===== src/rtl/edge_detect_multi.sv =====
`timescale 1ns/1ps
// edge_detect_multi
//   Multi-channel synchroniser, optional debouncer and edge detector. Each
//   channel produces a filtered level, a one-cycle edge pulse selected by
//   edge_mode, and a sticky flag. irq is the registered OR of the flags.
//
//   Build option: define EDGE_DETECT_DEBOUNCE_EN to add the per-channel
//   debounce counters. Without it the level follows the synchronised
//   input every cycle and DB_CYCLES has no effect.
//
//   Ports
//     Clk100MHz   in   1         clock, rising edge
//     reset_n     in   1         asynchronous active-low reset
//     sig         in   CHANNELS  raw asynchronous inputs
//     edge_mode   in   2         00 none, 01 rising, 10 falling, 11 both
//     flag_clr    in   CHANNELS  per-channel sticky-flag clear
//     sig_level   out  CHANNELS  registered filtered level
//     sig_pulse   out  CHANNELS  one-cycle pulse on a qualifying edge
//     sig_flag    out  CHANNELS  sticky edge flags
//     irq         out  1         registered OR of sig_flag
module edge_detect_multi #(
  parameter int unsigned CHANNELS    = 4,
  parameter int unsigned SYNC_STAGES = 2,
  parameter int unsigned DB_CYCLES   = 16
) (
  input  logic                Clk100MHz,
  input  logic                reset_n,
  input  logic [CHANNELS-1:0] sig,
  input  logic [1:0]          edge_mode,
  input  logic [CHANNELS-1:0] flag_clr,
  output logic [CHANNELS-1:0] sig_level,
  output logic [CHANNELS-1:0] sig_pulse,
  output logic [CHANNELS-1:0] sig_flag,
  output logic                irq
);

  if (CHANNELS < 1 || CHANNELS > 32) begin : g_bad_channels
    $error("edge_detect_multi: CHANNELS must be 1..32");
  end
  if (SYNC_STAGES < 2 || SYNC_STAGES > 4) begin : g_bad_sync
    $error("edge_detect_multi: SYNC_STAGES must be 2..4");
  end
  if (DB_CYCLES < 2 || DB_CYCLES > 65535) begin : g_bad_db
    $error("edge_detect_multi: DB_CYCLES must be 2..65535");
  end

  logic [CHANNELS-1:0] sync_q [SYNC_STAGES];
  logic [CHANNELS-1:0] s;
  logic [CHANNELS-1:0] level_q, level_d;
  logic [CHANNELS-1:0] pulse_q, pulse_d;
  logic [CHANNELS-1:0] flag_q, flag_d;
  logic                irq_q, irq_d;
  logic [CHANNELS-1:0] rise, fall;

  // Synchroniser chain
  always_ff @(posedge Clk100MHz or negedge reset_n) begin
    if (!reset_n) begin
      for (int unsigned k = 0; k < SYNC_STAGES; k++) begin
        sync_q[k] <= '0;
      end
    end else begin
      sync_q[0] <= sig;
      for (int unsigned k = 1; k < SYNC_STAGES; k++) begin
        sync_q[k] <= sync_q[k-1];
      end
    end
  end

  assign s = sync_q[SYNC_STAGES-1];

`ifdef EDGE_DETECT_DEBOUNCE_EN
  localparam int unsigned CW = (DB_CYCLES > 1) ? $clog2(DB_CYCLES) : 1;
  localparam logic [CW-1:0] CNT_MAX = CW'(DB_CYCLES - 1);

  logic [CW-1:0] cnt_q [CHANNELS];
  logic [CW-1:0] cnt_d [CHANNELS];

  // The counter measures how long s has disagreed with the accepted level;
  // any agreement restarts it, and acceptance returns it to zero.
  always_comb begin
    level_d = level_q;
    for (int unsigned i = 0; i < CHANNELS; i++) begin
      cnt_d[i] = '0;
      if (s[i] != level_q[i]) begin
        if (cnt_q[i] == CNT_MAX) begin
          level_d[i] = s[i];
        end else begin
          cnt_d[i] = cnt_q[i] + CW'(1);
        end
      end
    end
  end

  always_ff @(posedge Clk100MHz or negedge reset_n) begin
    if (!reset_n) begin
      for (int unsigned i = 0; i < CHANNELS; i++) begin
        cnt_q[i] <= '0;
      end
    end else begin
      for (int unsigned i = 0; i < CHANNELS; i++) begin
        cnt_q[i] <= cnt_d[i];
      end
    end
  end
`else
  assign level_d = s;
`endif

  // Edges are taken from the level update itself, so a change of edge_mode
  // alone can never produce a pulse.
  always_comb begin
    rise    = level_d & ~level_q;
    fall    = ~level_d & level_q;
    pulse_d = '0;
    if (edge_mode[0]) pulse_d = pulse_d | rise;
    if (edge_mode[1]) pulse_d = pulse_d | fall;
    // A new edge outranks a clear arriving on the same cycle.
    flag_d  = pulse_d | (flag_q & ~flag_clr);
    irq_d   = |flag_q;
  end

  always_ff @(posedge Clk100MHz or negedge reset_n) begin
    if (!reset_n) begin
      level_q <= '0;
      pulse_q <= '0;
      flag_q  <= '0;
      irq_q   <= 1'b0;
    end else begin
      level_q <= level_d;
      pulse_q <= pulse_d;
      flag_q  <= flag_d;
      irq_q   <= irq_d;
    end
  end

  assign sig_level = level_q;
  assign sig_pulse = pulse_q;
  assign sig_flag  = flag_q;
  assign irq       = irq_q;

endmodule


===== config.mk =====
export PLATFORM = sky130hd
export DESIGN_NAME = edge_detect_multi
export DESIGN_NICKNAME = d
export VERILOG_FILES = /design/src/rtl/edge_detect_multi.sv
export SDC_FILE = /design/constraint.sdc
export NUM_CORES = 1
export LEC_CHECK = 0
export BUFFER_PORTS_ARGS = -buffer_cell sky130_fd_sc_hd__buf_4
export CORE_MARGIN = 2
export CORE_UTILIZATION = 40
export DETAILED_ROUTE_END_ITERATION = 8
export GPL_ROUTABILITY_DRIVEN = 0
export PLACE_DENSITY = 0.71
export SYNTH_ARGS = -nofsm -noshare
export SYNTH_HDL_FRONTEND = slang
export SYNTH_SLANG_ARGS = --single-unit

===== constraint.sdc =====
create_clock -name Clk100MHz -period 1.1 [get_ports Clk100MHz]
set_clock_uncertainty 0.15 [all_clocks]
set_input_delay 0.22 -clock Clk100MHz [delete_from_list [all_inputs] [get_ports Clk100MHz]]
set_output_delay 0.22 -clock Clk100MHz [all_outputs]
set_load 0.005 [all_outputs]

# After elaboration in Yosys (flattened, before gate mapping)
# Index checks and enable logic that the tools add are counted.
# word_totals
regBits,21
inputBits,12
out_inout_bits,13
# classes
muxes,2
bitwise_logic,8
n_reduce_logical,1
# op_table
op,count
4-bit AND,3
4-bit inverter,3
4-bit 2-to-1 mux,2
4-bit OR,2
4-bit OR reduction,1

# Logic depth before layout (Yosys ltp)
# depth
ltp_word,6
ltp_mapped,2

# Worst setup path before layout
# Ideal clock, no wire load.
# synth_path
path_type,reg-to-reg
startpoint,register level_q[2] (netlist: sig_level[2])
endpoint,register flag_q[2] (netlist: sig_flag[2])
setup_time_ns,0.130
arrival_time_ns,0.596
required_time_ns,0.820
setup_slack_ns,0.224
path_stages_with_launch,3
path_buffers,0
synth_period_minus_slack_ns,0.876
cell_sequence,dfrtp_1 > nand3b_1 > o221ai_2
# synth_via
elab_chain_cells,6
# synth_rtl
item,line_no,rtl
"start, declared",49,"logic [CHANNELS-1:0] level_q, level_d;"
"start signal, assigned",129,level_q <= level_d;
4-bit inverter,112,rise = level_d & ~level_q;
4-bit AND,112,
4-bit 2-to-1 mux,115,if (edge_mode[0]) pulse_d = pulse_d | rise;
4-bit OR,116,if (edge_mode[1]) pulse_d = pulse_d | fall;
4-bit 2-to-1 mux *,116,
4-bit OR *,118,flag_d = pulse_d | (flag_q & ~flag_clr);
via flag_d[2],51,"logic [CHANNELS-1:0] flag_q, flag_d;"
"end signal, assigned",131,flag_q <= flag_d;
"end, declared",51,
# Mark *: on every way through the listed nets, which the timed path passes. The rest lies on a longest branch.

# Final worst setup path
# layout_path
startpoint,register level_q[1] (netlist: sig_level[1])
endpoint,output port sig_level[1]
# layout_rtl
item,line_no,rtl
"end, declared",31,"output logic [CHANNELS-1:0] sig_level,"
# No word-level cell between the ends.

==> summary.md <==
| Metric | Value |
|---|---|
| DR WL/cell | `12.9 µm` |
| Htree depth | `1` |
| Critical path's top delay family | `flip-flops` |
| Worst hold slack | `96.8 ps` |
| Clk root buf | `clkbuf_4` |
| Post-Synthesis Cells | `42` |
| Fillers | `104` |
| Clock sinks | `21` |
| Min-delay worst type | `primary input to register` |
| Final max-slew violation count | `0` |
| Post-synthesis cell area | `672 µm²` |
| Seq/Total Area, Yosys | `78.2%` |
| Final worst-path cycle share | `108%` |
| Avg Inst Size Synth | `16.0 µm²` |
| Core Rows | `14` |
| CP bufs+invs | `1` |
| RSZ-0062 raised after global routing | `yes` |
| Setup-failing EPs final | `13` |
| Worst-path cell chain | `buf_6` |
| Slew headroom | `83.0%` |
| Vias in the first global route | `553` |
| Dpl hpwl | `817 µm` |
| Critical path class | `register to output pin` |
| CTS tree | `done` |
| DR vias | `488` |
| Status | `complete, but fails checks` |
| Final nets | `98` |
| Via density | `4.83` |
| Global-route wire length before repair | `2.14 mm` |
| CTS clk-pin slew, worst paths | `100 ps` |
| Power per cell area | `1320 nW/µm²` |
| Die Footprint | `2020 µm²` |
| P&R area growth vs syn | `61.6%` |
| Share of cells above drive strength 1 | `43.5%` |
| Chip height | `45.0 µm` |
| Dpl ws | `178 ps` |
| Drt first-iter violations | `4` |
| Synth Register Bits | `21` |
| Crit-path max FO | `2` |
| Initial core utilization | `43.6%` |
| Antenna diodes | `0` |
| Leakage | `0.515 nW` |
| Finished Layout Cells | `101` |
| Finished Core Util | `70.5%` |
| I/O Pins | `25` |
| Highest Clock Rate | `0.839 GHz` |
| CP arrival | `820 ps` |
| Slew @ Worst Pin | `255 ps` |
| Maximum clock insertion buffer count | `2` |
| I/O Buffers | `24` |
| Setup ws final | `-91.3 ps` |
| Failing checks | `negative setup slack` |
| Max cap viols | `0` |
| Area of the multi-input gates | `131 µm²` |
| Syn_nets | `54` |
| Antenna viol nets, final | `0` |
| R2R cell count | `3` |
| Ys Warns | `0` |
| CP startpoint kind | `register` |
| Placed insts | `82` |
| Total CTS buffers | `3` |
| WP depth | `1` |
| Max incr delay on CP | `410 ps` |
| Initial antenna violation count | `0` |
| Synth cell types | `7` |
| Final Hold Viols | `0` |
| Worst hold path cell count | `3` |
| CP Data Required Time | `730 ps` |
| Gr usage total | `14.9%` |
| CP endpoint kind | `output pin` |
| Remaining global-route overflow | `0` |
| Register area | `526 µm²` |
| Area of the core | `1540 µm²` |
| TNS Setup | `-928 ps` |
| Largest net degree at the start of global routing | `22` |
| Clk Latency, worst-skew pair | `290 ps` |
| Residual DRC count | `0` |
| Max VDD drop | `923 µV` |
| DRT Pass-1 Iters | `2` |
| Min Clock Period, post-route | `1190 ps` |
| DRT Wirelength | `1.30 mm` |
| Die X | `45.0 µm` |
| Critical-path top delay cell | `dfrtp_1` |
routing by layer:
layer | GRT usage (%) | vias up | routed length (µm)
met5 | 0 | - | 0
met4 | 5.29 | 0 | 0
met3 | 2.40 | 0 | 73
met2 | 30.3 | 18 | 735
met1 | 14.6 | 238 | 495
li1 | - | 232 | -
synthesized netlist by cell type:
| master | number | share of area (%) |
|---|---|---|
| dfrtp_1 | 21 | 78 |
| inv_1 | 4 | 2.2 |
| nand2_1 | 4 | 2.2 |
| nand3b_1 | 4 | 4.5 |
| nand4_1 | 1 | 0.93 |
| o21ai_1 | 4 | 3.0 |
| o221ai_2 | 4 | 8.9 |
worst paths after layout:
path,slack [ps],to,from
setup / recovery,-90,sig_level[1],sig_level[1]
hold / removal,100,sig_pulse[3],edge_mode[1]
setup reg to reg,50,sig_flag[2],sig_level[2]
hold reg to reg,210,level_d[0],sync_q[4]
max in group asynchronous,400,level_d[1],reset_n
min in group asynchronous,190,sig_level[1],reset_n
cells by family after synthesis:
family | synth area share (%)
buf+inv | 2.23
flops | 78.2
simple gates | 7.64
compound gates | 11.9
power breakdown:
group / internal (mW) / switching [mW]
logic: 0.158 / 0.0843
clock network: 0.141 / 0.199
registers: 0.824 / 0.0329
state kept, by name, indices dropped and copies added (netlist names):
register	cells
level_d	4
sig_flag	4
sig_level	4
sig_pulse	4
sync_q	4
irq	1
through the flow:
step	area (µm²)	total power [mW]
3_3_place_gp	872	1.03
6_report	1090	1.44
5_1_grt	1090	1.52
4_1_cts	1070	1.46
3_5_place_dp	872	1.04
2_1_floorplan	672	0.916
area by class of cell:
class                   count  share of cell area, %
clock buffers               4                   2.42
inverters                   4                   1.38
multi-input cells          17                   12.1
flip-flops and latches     21                   48.4
well taps                  16                   1.84
repair buffers             39                   33.9
cells in the final DEF (no fill, tap or decap), drive strengths merged:
cell type and instances:
buf 30, nand4 1, dlygate4sd3 9, dfrtp 21, o21ai 4, inv 4
o221ai 4, nand2 4, clkbuf 4, nand3b 4
what timing repair did:
item,in CTS,in global routing
resized for setup,13,1
hold buffers,9,0
setup endpoints to repair,13,14
buffers inserted,5,1
hold endpoints to repair,29,0
No activity file was read; power rests on OpenSTA's default activity.
